===== src/rtl/trng_pkg.sv =====
// Shared constants and parameter checks for the entropy post-processor.
package trng_pkg;

  localparam logic [1:0] MODE_VN  = 2'b00;
  localparam logic [1:0] MODE_RAW = 2'b01;
  localparam logic [1:0] MODE_XOR = 2'b10;

  // Encoding 2'b11 is reserved and behaves as von Neumann.
  function automatic logic [1:0] norm_mode(input logic [1:0] m);
    return (m == 2'b11) ? MODE_VN : m;
  endfunction

  function automatic bit width_ok(input int w);
    return w >= 2;
  endfunction

  function automatic bit depth_ok(input int d);
    return (d >= 2) && ((d & (d - 1)) == 0);
  endfunction

  function automatic bit cutoff_ok(input int c);
    return c >= 2;
  endfunction

endpackage


===== src/rtl/trng_fifo.sv =====
// Synchronous word FIFO; head word is read straight from the storage registers.
module trng_fifo #(
  parameter int WIDTH = 8,
  parameter int DEPTH = 4,
  parameter int LW    = $clog2(DEPTH + 1)
) (
  input  logic             i_clk,
  input  logic             i_rst_n,
  input  logic             i_push,
  input  logic [WIDTH-1:0] i_wdata,
  input  logic             i_pop,
  output logic [WIDTH-1:0] o_rdata,
  output logic             o_full,
  output logic             o_empty,
  output logic [LW-1:0]    o_level
);
  localparam int AW = $clog2(DEPTH);

  logic [DEPTH-1:0][WIDTH-1:0] mem;
  logic [AW-1:0]               wr_ptr, rd_ptr;
  logic [LW-1:0]               level;
  logic                        pop_ok, push_ok;

  assign o_full  = (level == LW'(DEPTH));
  assign o_empty = (level == '0);
  assign o_level = level;
  assign o_rdata = mem[rd_ptr];

  // A full FIFO still accepts a push when the head leaves on the same edge.
  assign pop_ok  = i_pop & ~o_empty;
  assign push_ok = i_push & (~o_full | pop_ok);

  // Storage, pointers and occupancy; pointers wrap naturally at DEPTH.
  always_ff @(posedge i_clk) begin
    if (!i_rst_n) begin
      mem    <= '0;
      wr_ptr <= '0;
      rd_ptr <= '0;
      level  <= '0;
    end else begin
      if (push_ok) begin
        mem[wr_ptr] <= i_wdata;
        wr_ptr      <= wr_ptr + AW'(1);
      end
      if (pop_ok) rd_ptr <= rd_ptr + AW'(1);
      case ({push_ok, pop_ok})
        2'b10:   level <= level + LW'(1);
        2'b01:   level <= level - LW'(1);
        default: level <= level;
      endcase
    end
  end

endmodule


===== src/rtl/trng_harvester.sv =====
// Entropy post-processor: health test, debias, word packer and output FIFO.
module trng_harvester
  import trng_pkg::*;
#(
  parameter int WIDTH      = 8,
  parameter int DEPTH      = 4,
  parameter int RCT_CUTOFF = 32
) (
  input  logic                         i_clk,
  input  logic                         i_rst_n,
  input  logic                         i_sample,
  input  logic                         i_sample_en,
  input  logic [1:0]                   i_mode,
  input  logic                         i_clr_err,
  input  logic                         i_ready,
  output logic [WIDTH-1:0]             o_data,
  output logic                         o_valid,
  output logic [$clog2(DEPTH+1)-1:0]   o_level,
  output logic                         o_overflow,
  output logic                         o_health_fail
);
  localparam int LW = $clog2(DEPTH + 1);
  localparam int CW = $clog2(RCT_CUTOFF + 1);
  localparam int BW = $clog2(WIDTH);

  if (!width_ok(WIDTH) || !depth_ok(DEPTH) || !cutoff_ok(RCT_CUTOFF)) begin : g_bad_param
    $error("trng_harvester: illegal WIDTH/DEPTH/RCT_CUTOFF");
  end

  logic [1:0]       mode_q, mode_n;
  logic             mode_chg;
  logic             prev_q;
  logic [CW-1:0]    rep_q, rep_nxt;
  logic             fail_q, ovf_q, rct_hit;
  logic             half_q, half_d, have_q, have_d, have_eff;
  logic             bit_vld, bit_val;
  logic [WIDTH-2:0] sh_q;
  logic [BW-1:0]    cnt_q;
  logic [WIDTH-1:0] word_nxt;
  logic             push, drop, pop, full, empty;

  assign mode_n   = norm_mode(i_mode);
  assign mode_chg = (mode_n != mode_q);
  // A pending half-pair never survives a mode switch.
  assign have_eff = have_q & ~mode_chg;
  assign word_nxt = {sh_q, bit_val};
  assign push     = bit_vld & (cnt_q == BW'(WIDTH - 1));
  assign pop      = ~empty & i_ready;
  assign drop     = push & full & ~pop;

  // Repetition count of the raw stream, saturating at the cutoff.
  always_comb begin
    rep_nxt = rep_q;
    if (i_sample_en) begin
      if (i_sample != prev_q)               rep_nxt = CW'(1);
      else if (rep_q != CW'(RCT_CUTOFF))    rep_nxt = rep_q + CW'(1);
    end
  end
  assign rct_hit = i_sample_en & (rep_nxt == CW'(RCT_CUTOFF));

  // Debias: turn accepted raw samples into at most one output bit per edge.
  always_comb begin
    bit_vld = 1'b0;
    bit_val = 1'b0;
    have_d  = have_eff;
    half_d  = half_q;
    if (i_sample_en && !fail_q) begin
      case (mode_n)
        MODE_RAW: begin
          bit_vld = 1'b1;
          bit_val = i_sample;
        end
        MODE_XOR: begin
          if (have_eff) begin
            bit_vld = 1'b1;
            bit_val = half_q ^ i_sample;
            have_d  = 1'b0;
          end else begin
            have_d  = 1'b1;
            half_d  = i_sample;
          end
        end
        default: begin
          if (have_eff) begin
            bit_vld = (half_q != i_sample);
            bit_val = half_q;
            have_d  = 1'b0;
          end else begin
            have_d  = 1'b1;
            half_d  = i_sample;
          end
        end
      endcase
    end
  end

  // Mode register, pair state and health counter.
  always_ff @(posedge i_clk) begin
    if (!i_rst_n) begin
      mode_q <= MODE_VN;
      have_q <= 1'b0;
      half_q <= 1'b0;
      prev_q <= 1'b0;
      rep_q  <= '0;
    end else begin
      mode_q <= mode_n;
      have_q <= have_d;
      half_q <= half_d;
      if (i_sample_en) prev_q <= i_sample;
      rep_q  <= i_clr_err ? '0 : rep_nxt;
    end
  end

  // Packer: new bit enters at bit 0; a full word goes to the FIFO and the count restarts.
  always_ff @(posedge i_clk) begin
    if (!i_rst_n) begin
      sh_q  <= '0;
      cnt_q <= '0;
    end else if (bit_vld) begin
      if (push) begin
        sh_q  <= '0;
        cnt_q <= '0;
      end else begin
        sh_q  <= word_nxt[WIDTH-2:0];
        cnt_q <= cnt_q + BW'(1);
      end
    end
  end

  // Sticky flags; clearing wins over a set on the same edge.
  always_ff @(posedge i_clk) begin
    if (!i_rst_n) begin
      fail_q <= 1'b0;
      ovf_q  <= 1'b0;
    end else if (i_clr_err) begin
      fail_q <= 1'b0;
      ovf_q  <= 1'b0;
    end else begin
      if (rct_hit) fail_q <= 1'b1;
      if (drop)    ovf_q  <= 1'b1;
    end
  end

  trng_fifo #(.WIDTH(WIDTH), .DEPTH(DEPTH), .LW(LW)) u_fifo (
    .i_clk   (i_clk),
    .i_rst_n (i_rst_n),
    .i_push  (push),
    .i_wdata (word_nxt),
    .i_pop   (i_ready),
    .o_rdata (o_data),
    .o_full  (full),
    .o_empty (empty),
    .o_level (o_level)
  );

  assign o_valid       = ~empty;
  assign o_overflow    = ovf_q;
  assign o_health_fail = fail_q;

endmodule


===== config.mk =====
export PLATFORM = sky130hd
export DESIGN_NAME = trng_harvester
export DESIGN_NICKNAME = d
export VERILOG_FILES = /design/src/rtl/trng_pkg.sv /design/src/rtl/trng_fifo.sv /design/src/rtl/trng_harvester.sv
export SDC_FILE = /design/constraint.sdc
export NUM_CORES = 1
export LEC_CHECK = 0
export ABC_AREA = 1
export CORE_ASPECT_RATIO = 1.4
export CORE_MARGIN = 1
export CORE_UTILIZATION = 57
export DETAILED_ROUTE_END_ITERATION = 10
export PLACE_DENSITY_LB_ADDON = 0.05
export REMOVE_ABC_BUFFERS = 1
export SLEW_MARGIN = 30
export SYNTH_ARGS = -nofsm -noshare
export SYNTH_HDL_FRONTEND = slang
export SYNTH_HIERARCHICAL = 1
export SYNTH_SLANG_ARGS = --single-unit

===== constraint.sdc =====
create_clock -name i_clk -period 4.1 [get_ports i_clk]
set_input_delay 0.82 -clock i_clk [delete_from_list [all_inputs] [get_ports i_clk]]
set_output_delay 0.82 -clock i_clk [all_outputs]
set_load 0.005 [all_outputs]

==> results by group <==
Run status
  – Outcome: completed

Final layout
  – Layout Utilization: 0.668
  – Register area: 1240 um2
  – Multi-input logic area: roughly 1700 um2
  – Final cell count without fillers: 619
  – Final nets: between 500 and 600
  – Layout cells sized above 1: 0.0947
  – Cell area after layout: 3920 um2
  – Ant diodes: 0
  – Fill cells: ~550
  – Area delta synth->final: 13.5%

Clock tree
  – Root Buffer: clkbuf_8
  – CTS buffer count: 9
  – Post-CTS Setup Repair Bufs: 0
  – CTS tree: built
  – Worst-path clk slew: about 0.06 ns
  – Clock sinks: 62
  – Max H-tree Level: 3
  – CTS Buffer Depth: 2
  – Clock latency on the worst-skew pair: approximately 0.34 ns
  – Cts repair resizes: 0
  – Hold bufs inserted after CTS: 0

Detailed routing
  – Final ANT Viol Nets: 0
  – Vias after detailed routing: approximately 3k
  – Routed WL: around 7400 um
  – Avg WL per Cell: ~12 um
  – Drt first pass iters: 4
  – Vias per cell: about 5.0
  – DRT iter0 DRCs: between 150 and 200
  – DRC: 0

STA
  – Final hold violations: 0
  – Final worst path period share: 0.759
  – Worst-Margin Slew: about 0.56 ns
  – Final hold slack: roughly 0.45 ns
  – Fmax: 321 MHz
  – Tmin final: between 3 and 4 ns
  – Slew margin rel.: 0.623
  – Endpoints failing setup: 0
  – Worst setup margin: slightly below 1 ns
  – Pins over their slew limit: 0
  – RSZ-0062 raised after global routing: no
  – Setup TNS: 0 ns
  – Final clock skew: roughly 0.0093 ns

Placed design
  – Hpwl dp: between 5000 and 6000 um
  – Worst slack, placed: approximately 0.65 ns
  – Placed Area: 3700 um2
  – Port bufs: 21
  – Routability cong.: approximately 0.8
  – Placed cell count: ~600

Critical path
  – CP max-delay cell: clkdlybuf4s50_1
  – Worst Reg-to-Reg Cells: 12
  – Crit. End Element: flip-flop
  – R2R setup slack: around 1.9 ns
  – Critical path depth: 16
  – Worst r2r src: cnt_q[0]
  – Crit Reg-Reg Endpoint: u_fifo/o_level[2]
  – Crit start category: input pin
  – CP Launch Point: i_mode[0]
  – Critical Path RT: between 4 and 5 ns
  – Critical Path Max Stage Delay: about 0.5 ns
  – Critical-path cell list: clkdlybuf4s50_1 > inv_1 > ha_1 > or2_1 > nand3_2 > a21oi_2 > nand2_1 > nor2_1 > buf_4 > inv_1 > nand2_1 > fa_1 > inv_1 > nand4_1 > a21oi_1 > nor2_1
  – Cell family with most CP delay: buffers and inverters
  – Worst path bufs/invs: 5
  – Crit path capture: u_fifo/o_level[2]
  – CP Max Fanout: 5
  – Critical Path Most Common Cell: inv_1
  – WP data arrival: 3.34 ns
  – Setup CP Type: input pin to flip-flop

Synthesis
  – Area share of the largest cell type after synthesis: 0.360
  – Number of synthesized flops with an enable pin: 0
  – Mean Syn Cell Area: 6.63 um2
  – Post-synth top area cell: dfxtp_1
  – Multiplexer share of the synthesized area: 0
  – Top cells by area, synth: dfxtp_1 (36%), nand2_1 (16%), inv_1 (12%), a21oi_1 (6.7%), nor2_1 (5.8%)
  – Post-Synth XOR/XNOR Area: 0.0196
  – Synthesized cell area: around 3500 um2
  – Largest family of logic cells by synthesized area: simple AND/OR/NAND/NOR gates
  – Seq cells post-synth: 62
  – Post-synth ARST share: 0
  – Adder-Cell Fraction of Synth Area: 0.0493
  – Most frequent cell after synthesis: nand2_1
  – Netlist cell types: 32
  – Syn Inst Count: ~520
  – Simple-gate share of the synthesized area: 0.319
  – Synth warnings: 6
  – Synth top cells by count: nand2_1 (143), inv_1 (106), dfxtp_1 (62)
  – Synth Flop Type: dfxtp_1
  – Compound-cell area share of the yosys netlist: 0.103
  – Seq/Total Area, Yosys: 0.360

Run
  – Maxcap violations: 0

Global routing
  – GRT Overall Usage: 0.262
  – Global-route wire length before repair: 12500 um
  – GRT overflow: 0
  – Largest net degree at the start of global routing: between 40 and 50
  – Initial antenna violation count: 0
  – Vias in the first global route: between 2k and 3k

Floorplan
  – Die W: slightly below 70 um
  – Core ar.: approximately 5900 um2
  – Die height: about 94 um
  – Die area: 6380 um2
  – Placement Rows: 33
  – Starting Density: 0.589
  – # IOs: 22

Power and ir drop
  – Peak VDD IR: 263 uV
  – Power Total: 1.55 mW
  – P per Cell Area: between 300 and 400 nW/um2
  – Static Leak: 1.79 nW

Worst hold path
  – HP Class: flip-flop to flip-flop
## worst register-to-register path: cells and delay by family, from the launching register on
| family | cells | cell delay (ns) |
|---|---|---|
| AOI/OAI and AO/OA | 1 | 0.14 |
| adders and majority gates | 3 | 0.84 |
| buffers and inverters | 4 | 0.48 |
| DFF | 1 | 0.33 |
| and+or+nand+nor | 4 | 0.35 |
## layout by cell type, fill, tap and decap left out
cell	instances
nand4_1	14
xnor2_1	1
nand2_2	4
nand2_8	1
o211ai_1	1
nand2_1	143
ha_1	12
inv_4	2
clkdlybuf4s50_1	21
o21ai_0	6
nor2_1	53
clkbuf_8	10
dfxtp_1	62
a21oi_1	46
xnor2_2	2
inv_2	5
or2_1	1
nand3_2	3
o21ai_2	1
nor2_2	3
a21oi_2	2
a21boi_0	2
nand2_4	5
bufinv_16	2
clkinv_1	1
inv_1	106
o21ai_1	9
fa_1	1
nor2_4	5
clkbuf_1	2
nand3_1	13
xor2_1	3
buf_4	5
clkinv_2	2
## sequential cells by signal, indices dropped and copies added (netlist names)
name	count
u_fifo/mem	32
sh_q	7
mode_q	2
rep_q	6
half_q	1
cnt_q	3
u_fifo/rd_ptr	2
u_fifo/o_level	3
o_overflow	1
prev_q	1
u_fifo/wr_ptr	2
o_health_fail	1
have_q	1
## how the worst min path moves through the flow
stage | start | to | slack (ns) | depth (start not counted)
5_1_grt | o_overflow | o_overflow | 0.48 | 2
4_1_cts | o_overflow | o_overflow | 0.46 | 2
3_5_place_dp | o_overflow | o_overflow | 0.45 | 2
3_3_place_gp | o_overflow | o_overflow | 0.44 | 2
2_1_floorplan | cnt_q[1] | cnt_q[1] | 0.44 | 2
6_report | o_overflow | o_overflow | 0.45 | 2
## per-layer routing
| metal | part of all wire | global-route usage | vias up |
|---|---|---|---|
| li1 | - | - | 1618 |
| met1 | 0.43 | 0.283 | 1390 |
| met2 | 0.52 | 0.479 | 56 |
| met3 | 0.029 | 0.0316 | 18 |
| met4 | 0.025 | 0.132 | 0 |
| met5 | 0 | 0 | - |
## power breakdown
part | total, mW | internal [mW] | switching, mW
logic | 0.310 | 0.129 | 0.181
registers | 0.654 | 0.625 | 0.0296
clock network | 0.590 | 0.357 | 0.233
total | 1.55 | 1.11 | 0.444
## final cells by class
cell class	instances	area share
sequential	62	0.317
clock buffer	12	0.0370
inverter	114	0.111
clock inverter	4	0.0179
tap	70	0.0224
timing repair buffer	26	0.0632
multi-input combinational	331	0.432
## kinds of logic after synthesis
group,count (synthesis)
simple gates,245
xor+xnor,6
buf+inv,128
flops,62
fa+ha+maj,13
compound gates,67
No activity file was read; power rests on OpenSTA's default activity.
==> RTL change (config.mk and constraints unchanged) <==
Put one more register stage on the output `o_overflow`, with the module's reset. The value now appears one clock later. The other outputs are not delayed to match.
--- a/src/rtl/trng_harvester.sv
+++ b/src/rtl/trng_harvester.sv
@@ -154,7 +154,13 @@
   );
 
   assign o_valid       = ~empty;
-  assign o_overflow    = ovf_q;
+  always_ff @(posedge i_clk) begin
+    if (!i_rst_n) begin
+      o_overflow <= '0;
+    end else begin
+      o_overflow <= ovf_q;
+    end
+  end
   assign o_health_fail = fail_q;
 
 endmodule
Behaviour: no difference found for any inputs over 10 cycles, from zero or initial values and one cycle with i_rst_n low; that may be too few to reach the edited logic, so the function may still have changed.
==> RTL change against the original RTL <==
Via count down 2.0%; final area down 0.83%; routed wire length down 3.0%; sequential share of layout area up 0.78 points; power down 2.6%; critical path type unchanged; setup slack better by 11 ps; first-iteration DRC count down 10%; largest cell class unchanged; maximum frequency up 0.34%; largest power group unchanged; clock skew about the same; hold slack better by 0.68 ps; synthesized area down 0.80%; sequential power up 2%; sequential cell count up 1; critical endpoint is now u_fifo/o_level[1]$_SDFFE_PN0P_.
==> RTL change: results <==
export IMPL_status="finished clean"
export IMPL_postPlaceCellArea_um2=3695
export IMPL_fillers=563
export IMPL_nets=573
export IMPL_clock_skew_ps=9.006
export IMPL_yosysUniqueCellTypes=28
export IMPL_worst_slew_margin_rel_pct=57.35
export IMPL_dp_cells=611
export IMPL_grt_use_total_pct=25.25
export IMPL_drt_total_wl_mm=7.181
export IMPL_gp_routability_congestion=0.7627
export IMPL_grt_max_degree=46
export IMPL_syn_area_per_cell_um2=6.498
export IMPL_num_vias=3020
export IMPL_min_delay_start="ovf_q$_SDFFE_PP0P_"
export IMPL_ir_drop_uv=250.4
export IMPL_ys_seq_area_share_pct=36.83
export IMPL_crit_start="i_mode[0]"
export IMPL_r2r_start="mode_q[1]$_SDFF_PN0_"
export IMPL_cts_max_path_buffers=2
export IMPL_wl_per_cell_um=11.45
export IMPL_drive_gt1_share_pct=7.002
export IMPL_drt_initial_drc_count=157
export IMPL_cp_arrival_ps=3390
export IMPL_post_dp_hpwl_mm=5.021
export IMPL_grt_pass1_vias=2639
export IMPL_worstPathMaxFanout=11
export IMPL_synth_common_cells="nand2_1, inv_1, dfxtp_1"
-- RTL change: cell types whose count changed after synthesis, sizes merged, moves of 2 or more --
cell / delta
xnor2: -3
nand2: +4
inv: +7
nor2: -4
nand4: -2
nand3: +2
xor2: +3
-- RTL change: kinds of logic after synthesis --
kind of cell             Yosys count  share of synthesized area (%)
flip-flops                        63                          36.83
AND/OR/NAND/NOR                  246                          31.28
XOR/XNOR                           6                          1.535
buffers and inverters            134                          15.45
AO/OA/AOI/OAI                     65                          9.938
adder cells (fa/ha/maj)           13                          4.969
-- RTL change: layout make-up --
| cell class | count | area share, % |
|---|---|---|
| clock inverters | 4 | 1.159 |
| repair buffers | 27 | 6.570 |
| well taps | 70 | 2.254 |
| flip-flops and latches | 63 | 32.46 |
| multi-input cells | 330 | 42.06 |
| clock buffers | 12 | 3.736 |
| inverters | 121 | 11.76 |
-- RTL change: path summary, 6_finish.rpt --
check	end	slack (ps)	cells after the start
max	u_fifo/o_level[1]$_SDFFE_PN0P_	1000	16
min	ovf_q$_SDFFE_PP0P_	460	2
max reg2reg	u_fifo/o_level[1]$_SDFFE_PN0P_	1940	14
min reg2reg	ovf_q$_SDFFE_PP0P_	460	2
-- RTL change: per-stage QoR --
step | hold slack [ps] | worst slack, ps | utilization [%]
final | 455.1 | 999.6 | 66.73
after global placement | 444.5 | 750.9 | 63.46
after detailed placement | 451.4 | 638.3 | 63.46
after floorplan | 407.1 | 805.0 | -
after CTS | 460.7 | 993.8 | 66.73
after global routing | 472.2 | 731.4 | 66.73
-- RTL change: worst max-delay path: stages --
cell and delay [ps]:
clkdlybuf4s50_1 500, inv_1 70, ha_1 220, nand2_1 90, inv_1 40, nor2_1 90
nand3_1 90, a21oi_2 120, buf_4 180, nand2_1 90, nor2_1 160, inv_1 80
nand2_1 150, fa_1 430, a21boi_0 140, nor2_1 100
-- RTL change: report_power, final --
| group | internal [mW] | switching [mW] |
|---|---|---|
| clock | 0.295 | 0.236 |
| sequential | 0.636 | 0.0312 |
| combinational | 0.131 | 0.186 |
-- RTL change: routing by layer --
layer	wire length [µm]	global-route usage, %	vias to the layer above
met5	0	0	-
met3	156	4.369	13
met1	3059	26.06	1341
met4	194	14.54	0
li1	-	-	1631
met2	3771	45.71	35
